`config.mk`:
```
export PLATFORM = sky130hd
export DESIGN_NAME = alu_op_sequencer
export DESIGN_NICKNAME = d
export VERILOG_FILES = /design/src/rtl/alu_op_sequencer.sv
export SDC_FILE = /design/constraint.sdc
export NUM_CORES = 1
export LEC_CHECK = 0
export ABC_AREA = 1
export BUFFER_PORTS_ARGS = -buffer_cell sky130_fd_sc_hd__clkbuf_2
export CAP_MARGIN = 30
export CORE_MARGIN = 3
export CORE_UTILIZATION = 40
export CTS_CLUSTER_DIAMETER = 120
export DETAILED_ROUTE_END_ITERATION = 16
export GPL_TIMING_DRIVEN = 0
export HOLD_SLACK_MARGIN = 0.06
export PLACE_DENSITY = 0.59
export REMOVE_ABC_BUFFERS = 1
export SLEW_MARGIN = 40
export SYNTH_ARGS = -nofsm -noshare
export SYNTH_HDL_FRONTEND = slang
export SYNTH_SLANG_ARGS = --single-unit
```
`constraint.sdc`:
```
create_clock -name clk -period 7.9 [get_ports clk]
set_input_delay 0.395 -clock clk [delete_from_list [all_inputs] [get_ports clk]]
set_output_delay 0.395 -clock clk [all_outputs]
set_load 0.02 [all_outputs]
```
`src/rtl/alu_op_sequencer.sv`:
```
// Issue stage for the 64-bit Simple ALU: queues ops, issues one at a time, returns X/Y results.
// Latency: accept at edge N -> ALU inputs after N+1 -> out_valid after N+2; one result per 2 cycles sustained.
// Backpressure: out_ready=0 parks the result in HOLD; the FIFO keeps accepting until full, then in_ready=0.

module fifo #(
  parameter int W     = 8,
  parameter int DEPTH = 4,
  parameter int CW    = $clog2(DEPTH) + 1
) (
  input  logic          clk,
  input  logic          rst_n,
  input  logic          wr_vld,
  output logic          wr_rdy,
  input  logic [W-1:0]  wr_dat,
  output logic          rd_vld,
  input  logic          rd_rdy,
  output logic [W-1:0]  rd_dat,
  output logic [CW-1:0] count
);
  localparam int AW = $clog2(DEPTH);

  logic [W-1:0]  mem [DEPTH];
  logic [AW-1:0] wr_ptr;
  logic [AW-1:0] rd_ptr;
  logic          wr_fire;
  logic          rd_fire;

  // Full blocks writes even if a read happens on the same edge.
  assign wr_rdy  = (count < CW'(DEPTH));
  assign rd_vld  = (count != '0);
  assign wr_fire = wr_vld && wr_rdy;
  assign rd_fire = rd_vld && rd_rdy;
  assign rd_dat  = mem[rd_ptr];

  always_ff @(posedge clk) begin
    if (wr_fire) mem[wr_ptr] <= wr_dat;
  end

  always_ff @(posedge clk or negedge rst_n) begin
    if (!rst_n) begin
      wr_ptr <= '0;
      rd_ptr <= '0;
      count  <= '0;
    end else begin
      if (wr_fire) wr_ptr <= wr_ptr + AW'(1);
      if (rd_fire) rd_ptr <= rd_ptr + AW'(1);
      count <= count + CW'(wr_fire) - CW'(rd_fire);
    end
  end
endmodule

module alu_op_sequencer #(
  parameter int DATA_W = 64,
  parameter int DEPTH  = 4,
  parameter int CW     = $clog2(DEPTH) + 1
) (
  input  logic              clk,
  input  logic              rst_n,
  input  logic              in_valid,
  output logic              in_ready,
  input  logic [DATA_W-1:0] in_a,
  input  logic [DATA_W-1:0] in_b,
  input  logic [2:0]        in_cmd,
  output logic [DATA_W-1:0] alu_a,
  output logic [DATA_W-1:0] alu_b,
  output logic [2:0]        alu_cmd,
  input  logic [DATA_W-1:0] alu_x,
  input  logic [DATA_W-1:0] alu_y,
  output logic              out_valid,
  input  logic              out_ready,
  output logic [DATA_W-1:0] out_x,
  output logic [DATA_W-1:0] out_y,
  output logic [2:0]        out_cmd,
  output logic [CW-1:0]     count
);
  typedef struct packed {
    logic [DATA_W-1:0] a;
    logic [DATA_W-1:0] b;
    logic [2:0]        cmd;
  } op_t;

  typedef enum logic [1:0] {s_idle, s_exec, s_hold} state_t;

  state_t state;
  op_t    in_op;
  op_t    head_op;
  logic   head_vld;
  logic   head_rdy;
  logic   nop_cmd;

  assign in_op = '{a: in_a, b: in_b, cmd: in_cmd};

  // The FIFO head is consumed exactly when the FSM loads the ALU registers.
  assign head_rdy = (state == s_idle) || ((state == s_hold) && out_ready);
  assign nop_cmd  = (alu_cmd == 3'b000);

  fifo #(
    .W     ($bits(op_t)),
    .DEPTH (DEPTH),
    .CW    (CW)
  ) u_fifo (
    .clk    (clk),
    .rst_n  (rst_n),
    .wr_vld (in_valid),
    .wr_rdy (in_ready),
    .wr_dat (in_op),
    .rd_vld (head_vld),
    .rd_rdy (head_rdy),
    .rd_dat (head_op),
    .count  (count)
  );

  always_ff @(posedge clk or negedge rst_n) begin
    if (!rst_n) begin
      state     <= s_idle;
      alu_a     <= '0;
      alu_b     <= '0;
      alu_cmd   <= '0;
      out_valid <= 1'b0;
      out_x     <= '0;
      out_y     <= '0;
      out_cmd   <= '0;
    end else begin
      case (state)
        s_idle: begin
          if (head_vld) begin
            alu_a   <= head_op.a;
            alu_b   <= head_op.b;
            alu_cmd <= head_op.cmd;
            state   <= s_exec;
          end
        end
        s_exec: begin
          out_x     <= nop_cmd ? '0 : alu_x;
          out_y     <= nop_cmd ? '0 : alu_y;
          out_cmd   <= alu_cmd;
          out_valid <= 1'b1;
          state     <= s_hold;
        end
        s_hold: begin
          if (out_ready) begin
            out_valid <= 1'b0;
            if (head_vld) begin
              alu_a   <= head_op.a;
              alu_b   <= head_op.b;
              alu_cmd <= head_op.cmd;
              state   <= s_exec;
            end else begin
              state <= s_idle;
            end
          end
        end
        default: state <= s_idle;
      endcase
    end
  end
endmodule

```
==> summary.txt, run 1 <==
Status
  – Status: finished clean

Power and ir drop
  – Static leakage power: between 20 and 25 nW
  – Power Dens Cells: about 390 nW/um^2
  – Maximum VDD drop: roughly 260 uV

Synthesis
  – #FFs+latches synth: 796
  – Adder-Cell Fraction of Synth Area: 0.00293
  – Post-synthesis sequential area ratio: 0.695
  – Cell variety after synth: 19
  – Post-Synth Simple-Gate Area: 0.214
  – Largest family of logic cells by synthesized area: simple AND/OR/NAND/NOR gates
  – Synth Instances: 3236
  – Area of the mapped netlist: approximately 32000 um^2
  – Yosys warns: 0
  – Compound-cell area share of the yosys netlist: 0.00104
  – XOR/XNOR Fraction of Synth Area: 0.00108
  – Post-synthesis mux area share: 0
  – Syn_area_per_cell: between 10 and 15 um^2

Critical path
  – Worst path max stage delay: 0.59 ns
  – Worst reg2reg startpoint: u_fifo.count[2]$_DFF_PN0_
  – Crit-path slowest cell: nor2_4
  – Crit-path cells: inv_1 -> nand2_1 -> nor2_4 -> buf_8 -> buf_16 -> buf_8 -> buf_16 -> buf_16
  – Worst r2r path cells: 8
  – Req. time, crit path: 8.25 ns
  – Most frequent CP cell: buf_16
  – CP Launch Type: flop
  – Worst r2r dst: u_fifo.mem[3][16]$_DFFE_PP_
  – Worst setup EP type: flop
  – Critical path arrival: a little over 3 ns
  – Crit path max fanout: 15
  – R2R setup slack: just over 5 ns
  – Setup CP Type: flop to flop

Timing
  – RSZ-0062 raised after global routing: no
  – Slew margin rel.: 0.595
  – Min Tclk post-route: 2.71 ns
  – Slew Limit Fails: 0
  – Final Setup Violations: 0
  – Slew @ Worst Pin: 0.607 ns
  – Final worst slack: between 5 and 6 ns
  – Period utilisation layout: 0.343
  – Clock skew: 0.0325 ns
  – Fin. Hold Viols: 0
  – Setup TNS: 0 ns
  – Max frequency: 0.369 GHz

Final layout
  – Area grow syn2layout: 33.4%
  – Final instance area: 43300 um^2
  – Ratio of cells with drive above 1 in the final layout: 0.185
  – Final Net Count: 4312
  – Fin cells: 5174

Clocking
  – Sink Count: 796
  – CTS HTree Levels: 3
  – Hold_buf cts: 261
  – Clk_lat worst skew: 0.64 ns
  – Max clock buf depth: 3
  – Post-CTS sizing: 0
  – Post-CTS Setup Repair Bufs: 0
  – Num CTS Buffers: 87
  – Clock-pin slew of the registers on the worst-case setup and hold paths: 0.06 ns
  – CTS tree: built
  – Clock root cell: clkbuf_16

Floorplan
  – Initial Util: 0.407
  – Die Wd: about 290 um
  – Row cnt: 103
  – Die Area: 84600 um^2
  – Die H: 291 um
  – Core area: 79600 um^2
  – Ports: between 500 and 600

Place
  – DP Area: 37700 um^2
  – DP HPWL: between 50 and 60 mm
  – GPL Wtd Cong: 0.744
  – # port buffers: about 530
  – Worst slack at placement: 5.16 ns
  – Placed Cells: 4742

Drt
  – DRC Markers: 0
  – Drt pass-1 iters: 6
  – Drt first-iter violations: 1233
  – Detail Route Antenna Nets: 0
  – Vias: roughly 24000
  – Via/cell ratio: 4.57
  – Wire length per cell: 17.0 um
  – DRT Wirelength: 88.0 mm

Global routing
  – Number of global-route vias before repair: 23349
  – First-pass GRT wire length: 136 mm
  – Overall routing resource usage: 0.206
  – Largest net degree at the start of global routing: 99
  – Total grt overflow: 0
  – Initial antenna violation count: 12

Run
  – Max-cap violations: 0

Worst hold path
  – Worst hold path type: primary input to async pin
[sequential cells by signal, summed over array words and instances (netlist names)]
name,count
alu_a,64
alu_b,64
alu_cmd,3
out_cmd,3
out_valid,1
out_x,64
out_y,64
state,2
u_fifo.count,3
u_fifo.mem,524
u_fifo.rd_ptr,2
u_fifo.wr_ptr,2
[worst max-delay path by stage]
stage	from	end	slack, ns
detailed placement	u_fifo.count[2]$_DFF_PN0_	u_fifo.mem[3][74]$_DFFE_PP_	5.16
floorplan	u_fifo.rd_ptr[0]$_DFFE_PN0P_	alu_a[60]$_DFFE_PN0P_	-1.07
finish	u_fifo.count[2]$_DFF_PN0_	u_fifo.mem[3][16]$_DFFE_PP_	5.19
global route	u_fifo.count[2]$_DFF_PN0_	u_fifo.mem[3][66]$_DFFE_PP_	5.07
CTS	u_fifo.count[2]$_DFF_PN0_	u_fifo.mem[3][66]$_DFFE_PP_	5.14
global placement	u_fifo.rd_ptr[0]$_DFFE_PN0P_	alu_b[63]$_DFFE_PN0P_	-12.10
[cell usage in the layout (no fill, tap or decap), types with 7 or more instances in the layout]
cell type and count:
clkbuf_16 88, clkinv_2 12, clkbuf_8 14, buf_8 23
buf_12 14, nand3_1 392, clkbuf_2 528, buf_16 46
clkbuf_1 24, diode_2 8, bufinv_16 7, inv_1 543
edfxtp_1 524, dfrtp_1 270, dlygate4sd3_1 261, nand2_1 1317
[where the power goes]
part | leakage, nW | switching (mW) | internal [mW]
clock network | 1.43 | 1.68 | 2.43
logic | 11.6 | 4.36 | 2.18
registers | 8.15 | 0.481 | 5.54
[cell families after synthesis]
logic type      Yosys count
flops                   796
fa+ha+maj                 7
simple gates           1719
buf+inv                 704
compound gates            6
xor+xnor                  4
[per-stage QoR]
step | hold slack [ns] | util | total power, mW
2_1_floorplan | 0.0994 | - | 9.91
3_3_place_gp | 0.461 | 0.448 | 12.5
3_5_place_dp | 0.391 | 0.473 | 12.6
4_1_cts | 0.253 | 0.543 | 16.9
5_1_grt | 0.273 | 0.543 | 17.8
6_report | 0.288 | 0.543 | 16.7
[critical path, delay by kind of cell (launching register included)]
family        cells  cell delay (ns)
buf+inv           6             1.09
simple gates      2             0.89
flops             1             0.39
[layer usage]
layer | vias up | track usage | wire [um]
met3 | 142 | 0.0497 | 5490
met4 | 6 | 0.0630 | 2440
met1 | 11202 | 0.248 | 35400
met5 | - | 0 | 45
met2 | 584 | 0.363 | 44500
li1 | 11710 | - | -
[cells in the mapped netlist, drive strengths merged]
cell,n,area share
nand2,1317,0.15
inv,547,0.063
edfxtp,524,0.49
nand3,394,0.061
dfrtp,272,0.21
buf,115,0.018
clkbuf,42,0.0049
nor2,8,0.0012
ha,6,0.0023
o21ai,6,0.0010
xor2,3,0.00081
fa,1,0.00062
xnor2,1,0.00027
[cell type report]
class	instances	area, um^2
clock inverters	38	483
fillers	6772	36400
multi-input cells	1736	7180
well taps	1050	1310
inverters	547	2080
diodes	8	20.0
flip-flops and latches	796	22500
repair buffers	874	7170
clock buffers	125	2470
Power figures use the tool's default switching activity.
==> inputs of run 2 (changes only) <==
--- a/config.mk
+++ b/config.mk
@@ -14,7 +14,7 @@
 export DETAILED_ROUTE_END_ITERATION = 16
 export GPL_TIMING_DRIVEN = 0
 export HOLD_SLACK_MARGIN = 0.06
-export PLACE_DENSITY = 0.59
+export PLACE_DENSITY = 0.61
 export REMOVE_ABC_BUFFERS = 1
 export SLEW_MARGIN = 40
 export SYNTH_ARGS = -nofsm -noshare
==> constraint.sdc (replaced) <==
create_clock -name clk -period 2.4 [get_ports clk]
set_input_delay 0.12 -clock clk [delete_from_list [all_inputs] [get_ports clk]]
set_output_delay 0.12 -clock clk [all_outputs]
set_load 0.02 [all_outputs]
==> run 2 against run 1 <==
Compared with the run above:
- clock skew rose by 0.0086 ns
- wire length is 0.30% higher
- cell area up 0.29%
- non-clock buffer count rose by 9
- final cell count about the same
- highest routed layer unchanged
==> summary.txt, run 2 (synthesis gave the netlist of run 1 again) <==
Final layout
  – Most common cell after layout, fill and taps aside: nand2_1
  – Ratio of cells with drive above 1 in the final layout: 0.189 (+0.00317)
  – Final Net Count: 4320 (+0.19%)
  – Area of combinational cells with multiple inputs: 7190 um^2 (+0.10%)
  – Post-layout util: 0.545 (+0.00159)
  – Reg area: 22500 um^2 (unchanged)
  – Max reg flops: 524 (unchanged)
  – Area grow syn2layout: 33.7%
  – Most flop-heavy register: u_fifo.mem
  – Commonest non-fill, non-tap cells in the layout: nand2_1 (1316), inv_1 (541), clkbuf_2 (528), edfxtp_1 (524), nand3_1 (392)
  – Layout fillers: 6771 (-0.015%)

Floorplan
  – Die H: 291 um (unchanged)
  – Row cnt: 103 (unchanged)
  – Ports: 530 (unchanged)
  – Die Area: 84600 um^2 (unchanged)
  – Die Wd: 291 um (unchanged)
  – Initial Util: 0.407 (unchanged)
  – Core area: 79600 um^2 (unchanged)

Power and ir drop
  – Power consumption: 55.3 mW (+230%)
  – Maximum VDD drop: 811 uV (+220%)
  – Static leakage power: 21.3 nW (+0.48%)
  – Power Dens Cells: 1270 nW/um^2 (+230%)

Timing
  – Slew margin rel.: 0.690 (+0.0956)
  – Period utilisation layout: 0.954 (+0.611)
  – RSZ-0062 raised after global routing: no
  – Clock skew: 0.0411 ns (+0.00860 ns)
  – Final Setup Violations: 0 (unchanged)
  – Slew Limit Fails: 0 (unchanged)
  – Min Tclk post-route: 2.29 ns (-0.421 ns)
  – Fin. Hold Viols: 0 (unchanged)
  – Max frequency: 0.437 GHz (+18%)
  – Slew @ Worst Pin: 0.465 ns (-0.142 ns)

Clocking
  – Clock root cell: clkbuf_16
  – Clk_lat worst skew: 0.63 ns (about the same)
  – CTS tree: built
  – Num CTS Buffers: 86 (-1.1%)
  – Sink Count: 796 (unchanged)
  – Max clock buf depth: 3 (unchanged)
  – Clock-pin slew of the registers on the worst-case setup and hold paths: 0.06 ns (about the same)
  – CTS HTree Levels: 3 (unchanged)

Global routing
  – Largest net degree at the start of global routing: 87 (-12%)
  – First-pass GRT wire length: 139 mm (+1.7%)
  – Initial antenna violation count: 8 (-4)
  – Total grt overflow: 0 (unchanged)
  – Overall routing resource usage: 0.208 (+0.00250)
  – Number of global-route vias before repair: 24288 (+4.0%)

Place
  – # port buffers: 529 (unchanged)
  – GPL Wtd Cong: 0.782 (+5.1%)
  – DP HPWL: 56.8 mm (about the same)

Run
  – Max-cap violations: 0 (unchanged)

Critical path
  – Critical path arrival: 2.62 ns (-0.44 ns)
  – Req. time, crit path: 2.73 ns (-5.52 ns)
  – Worst setup EP type: flop
  – CP Launch Type: flop
  – Crit path max fanout: 14 (-1)
  – Setup CP Type: flop to flop

Drt
  – DRT Wirelength: 88.2 mm (+0.30%)
  – Detail Route Antenna Nets: 0 (unchanged)
  – DRC Markers: 0 (unchanged)
  – Via/cell ratio: 4.62 (+1.1%)
  – Drt first-iter violations: 1301 (+5.5%)
  – Wire length per cell: 17.1 um (+0.32%)
  – Vias: 23898 (+1.1%)
  – Drt pass-1 iters: 5 (-1)

Status
  – Status: finished clean

Worst hold path
  – Worst hold path type: primary input to async pin
## run 2: changes by cell type in the layout (fill, tap and decap cells not counted), moves of 5 or more
cell,previous run,this run
buf_12,14,19
buf_16,46,40
buf_8,23,29
clkbuf_1,24,16
clkbuf_8,14,19
diode_2,8,2
## run 2: path summary, 6_finish.rpt
| path | start | end | slack (ns) | cells past startpoint |
|---|---|---|---|---|
| setup reg to reg | u_fifo.count[2]$_DFF_PN0_ | u_fifo.mem[3][60]$_DFFE_PP_ | 0.11 | 10 |
| max in group asynchronous | rst_n | out_x[15]$_DFFE_PN0P_ | 1.62 | 4 |
| min in group clk | in_b[7] | u_fifo.mem[2][10]$_DFFE_PP_ | 0.24 | 2 |
| hold reg to reg | alu_b[3]$_DFFE_PN0P_ | alu_b[3]$_DFFE_PN0P_ | 0.48 | 2 |
| setup / recovery | u_fifo.count[2]$_DFF_PN0_ | u_fifo.mem[3][60]$_DFFE_PP_ | 0.11 | 10 |
| hold / removal | rst_n | alu_a[55]$_DFFE_PN0P_ | 0.13 | 3 |
## run 2: per-stage QoR
stage / setup WS [ns] / std cells / instance area, um^2 / TNS [ns] / hold slack, ns
2_1_floorplan: -6.57 / 3079 / 31700 / -3588.89 / -0.176
3_3_place_gp: -17.78 / 4658 / 35700 / - / 0.337
3_5_place_dp: -0.272 / 4745 / 37700 / -8.78 / 0.148
4_1_cts: 0.0131 / 5170 / 43400 / 0 / 0.0926
5_1_grt: 0.0103 / 5171 / 43400 / 0 / 0.135
6_report: 0.110 / 5173 / 43400 / 0 / 0.129
## run 2: where the power goes
part,switching [mW],leakage (nW),internal (mW)
clock,5.47,1.49,8.36
combinational,14.4,11.7,7.29
sequential,1.59,8.15,18.2
total,21.4,21.3,33.9
## run 2: layout make-up
class | count | share of cell area
antenna | 2 | 0.000115
clock buffer | 121 | 0.0573
clock inverter | 38 | 0.0127
inverter | 547 | 0.0478
multi-input combinational | 1736 | 0.166
sequential | 796 | 0.520
tap | 1050 | 0.0303
timing repair buffer | 883 | 0.167
## run 2: critical path, stage by stage (launching register included)
cell and delay [ns]:
dfrtp_1 0.40, inv_2 0.10, nand2_4 0.12, nor2_4 0.18, buf_16 0.18, buf_16 0.16
buf_8 0.15, buf_8 0.16, buf_16 0.16, buf_8 0.17, buf_8 0.17
## run 2: per-layer routing
layer,vias up,wire [um],part of all wire,track usage
met1,11383,35800,0.41,0.253
met4,8,1880,0.021,0.0548
met3,124,5480,0.062,0.0452
met2,674,45000,0.51,0.374
met5,-,54,0.00061,0
li1,11709,-,-,-
## run 2: repair_timing
item	in CTS	in global routing
setup endpoints to repair	62	27
hold endpoints to repair	811	0
resized for setup	2	2
buffers inserted	3	1
hold buffers	263	0
pin swaps	3	1
cloned	0	0
==> inputs of run 3 (changes only) <==
--- a/config.mk
+++ b/config.mk
@@ -9,12 +9,12 @@
 export BUFFER_PORTS_ARGS = -buffer_cell sky130_fd_sc_hd__clkbuf_2
 export CAP_MARGIN = 30
 export CORE_MARGIN = 3
-export CORE_UTILIZATION = 40
+export CORE_UTILIZATION = 42
 export CTS_CLUSTER_DIAMETER = 120
 export DETAILED_ROUTE_END_ITERATION = 16
 export GPL_TIMING_DRIVEN = 0
 export HOLD_SLACK_MARGIN = 0.06
-export PLACE_DENSITY = 0.61
+export PLACE_DENSITY = 0.64
 export REMOVE_ABC_BUFFERS = 1
 export SLEW_MARGIN = 40
 export SYNTH_ARGS = -nofsm -noshare
==> run 3 against run 2 <==
Compared with the run above:
- sequential power barely moved
- flip-flop and latch count did not move
- utilization rose by 2.4 points
- worst hold slack improved by 0.11 ns
- clock skew fell by 0.0088 ns
- final cell count fell by 0.19%
- highest routed layer unchanged
==> summary.txt, run 3 (synthesis gave the netlist of run 1 again) <==
Global routing
  – GR Util met3: 0.0452 (about the same)
  – Met1 usage: 0.273 (+0.0197)
  – Initial antenna violation count: 6 (-2)
  – Total grt overflow: 0 (unchanged)
  – Largest net degree at the start of global routing: 92 (+5.7%)
  – GRT busiest layer: met2
  – Overall routing resource usage: 0.226 (+0.0183)
  – Number of global-route vias before repair: 24552 (+1.1%)
  – Met2 Track Usage GR: 0.402 (+0.0279)
  – First-pass GRT wire length: 143 mm (+2.9%)

Clocking
  – Clock-pin slew of the registers on the worst-case setup and hold paths: 0.06 ns (about the same)
  – Clock root cell: clkbuf_16
  – Clk_lat worst skew: 0.64 ns (about the same)
  – Num CTS Buffers: 86 (unchanged)
  – Max clock buf depth: 3 (unchanged)
  – CTS HTree Levels: 3 (unchanged)
  – Sink Count: 796 (unchanged)
  – CTS tree: built

Timing
  – RSZ-0062 raised after global routing: no
  – Setup TNS: 0 ns (unchanged)
  – Slew @ Worst Pin: 0.618 ns (+0.153 ns)
  – Period utilisation layout: 0.917 (-0.0375)
  – Final Setup Violations: 0 (unchanged)
  – Clock skew: 0.0322 ns (-0.00883 ns)
  – Slew margin rel.: 0.587 (-0.103)
  – Fin. Hold Viols: 0 (unchanged)
  – Slew Limit Fails: 0 (unchanged)
  – Max frequency: 0.455 GHz (+4.1%)
  – Min Tclk post-route: 2.20 ns (-0.0900 ns)

Final layout
  – Most flop-heavy register: u_fifo.mem
  – Layout fillers: 6246 (-7.8%)
  – Area grow syn2layout: 33.6%
  – Max reg flops: 524 (unchanged)
  – Commonest non-fill, non-tap cells in the layout: nand2_1 (1316), inv_1 (542), clkbuf_2 (528), edfxtp_1 (524), nand3_1 (392)
  – Final Net Count: 4327 (+0.16%)
  – Ratio of cells with drive above 1 in the final layout: 0.189 (+0.000316)
  – Most common cell after layout, fill and taps aside: nand2_1
  – Final instance area: 43300 um^2 (-0.11%)
  – Post-layout util: 0.569 (+0.0240)

Critical path
  – Req. time, crit path: 2.90 ns (+0.17 ns)
  – Worst path top cell family by delay: buffers and inverters
  – Crit-path cells: nor2_4 -> buf_16 -> buf_16 -> inv_8 -> buf_16 -> nand2_1 -> nand2_1
  – Worst r2r path cells: 7 (-3)
  – Worst path max stage delay: 0.52 ns (+0.12 ns)
  – Critical path arrival: 2.70 ns (+0.08 ns)
  – Worst setup EP type: flop
  – Crit path max fanout: 90 (+76)
  – Setup CP Type: flop to flop
  – CP Launch Type: flop
  – WP buf/inv: 4 (-4)
  – Crit-path slowest cell: nor2_4
  – Instance count on the critical path: 7 (-3)
  – Most frequent CP cell: buf_16

Place
  – DP HPWL: 57.1 mm (+0.52%)
  – GPL Wtd Cong: 0.801 (+2.4%)
  – # port buffers: 529 (unchanged)
  – DP Area: 37700 um^2 (about the same)

Floorplan
  – Die H: 284 um (-2.4%)
  – Die Area: 80600 um^2 (-4.7%)
  – Initial Util: 0.426 (+0.0184)
  – Die Wd: 284 um (-2.4%)
  – Row cnt: 101 (-1.9%)
  – Ports: 530 (unchanged)
  – Core area: 76200 um^2 (-4.3%)

Drt
  – Drt pass-1 iters: 5 (unchanged)
  – Wire length per cell: 17.7 um (+3.6%)
  – Drt first-iter violations: 1298 (-0.23%)
  – Via/cell ratio: 4.70 (+1.8%)
  – Vias: 24270 (+1.6%)
  – DRT Wirelength: 91.2 mm (+3.4%)
  – DRC Markers: 0 (unchanged)
  – Detail Route Antenna Nets: 0 (unchanged)

Status
  – Status: finished clean

Worst hold path
  – Cell depth of the worst hold path: 2
  – Worst hold path type: primary input to flop

Run
  – Max-cap violations: 0 (unchanged)

Power and ir drop
  – Power Dens Cells: 1270 nW/um^2 (-0.11%)
  – Static leakage power: 21.3 nW (-0.12%)
  – Maximum VDD drop: 770 uV (-5.1%)
  – Power consumption: 55.2 mW (-0.22%)
-- run 3: cell count changes in the layout (fill, tap and decap cells not counted), sizes merged --
cell,change
diode,+1
bufinv,-7
clkinvlp,+5
clkinv,+4
buf,+3
bufbuf,+3
clkbuf,+3
inv,-3
dlygate4sd3,+1
-- run 3: repair_timing --
action                                  CTS  global route
hold buffers                            263             1
setup buffers                             6             3
resized for setup                         0             3
gates cloned                              3             0
hold endpoints to repair                859             1
pin swaps                                 3             1
endpoints found under the setup margin   87            46
-- run 3: worst paths after layout --
kind | startpoint | slack [ns] | to
max reg2reg | state[1]$_DFFE_PN0P_ | 0.20 | out_x[47]$_DFFE_PN0P_
min | in_a[45] | 0.24 | u_fifo.mem[2][112]$_DFFE_PP_
min reg2reg | alu_a[14]$_DFFE_PN0P_ | 0.48 | alu_a[14]$_DFFE_PN0P_
max in group asynchronous | rst_n | 0.70 | out_x[13]$_DFFE_PN0P_
min in group asynchronous | rst_n | 0.63 | alu_a[56]$_DFFE_PN0P_
max | state[1]$_DFFE_PN0P_ | 0.20 | out_x[47]$_DFFE_PN0P_
-- run 3: layout make-up --
cell class,count,area (um^2),area share
tap,1030,1290,0.0297
timing repair buffer,890,7380,0.170
antenna,3,7.51,0.000173
sequential,796,22500,0.520
clock inverter,37,409,0.00944
inverter,547,2080,0.0480
multi-input combinational,1736,7180,0.166
clock buffer,124,2450,0.0564
-- run 3: layer usage --
layer  routed length (um)  vias up  part of all wire
li1                     -    11724                 -
met5                   55        -           0.00060
met3                 5950      167             0.065
met2                46000      766              0.50
met1                35900    11605              0.39
met4                 3340        8             0.037
-- run 3: worst reg2reg max path, stage by stage (launching register included) --
cell and delay, ns:
dfrtp_1 0.43, nor2_4 0.52, buf_16 0.24, buf_16 0.17, inv_8 0.13, buf_16 0.28, nand2_1 0.21, nand2_1 0.08
-- run 3: power breakdown --
part	switching [mW]	internal (mW)
combinational	14.8	7.49
sequential	1.54	18.2
clock	5.56	7.52
-- run 3: stage by stage --
| step | cells | worst slack (ns) | hold WS [ns] |
|---|---|---|---|
| 2_1_floorplan | 3079 | -6.57 | -0.176 |
| 3_3_place_gp | 4638 | -17.16 | 0.336 |
| 3_5_place_dp | 4723 | -0.243 | 0.0366 |
| 4_1_cts | 5156 | 0.0393 | 0.0762 |
| 5_1_grt | 5161 | 0.0243 | 0.213 |
| 6_report | 5163 | 0.200 | 0.242 |
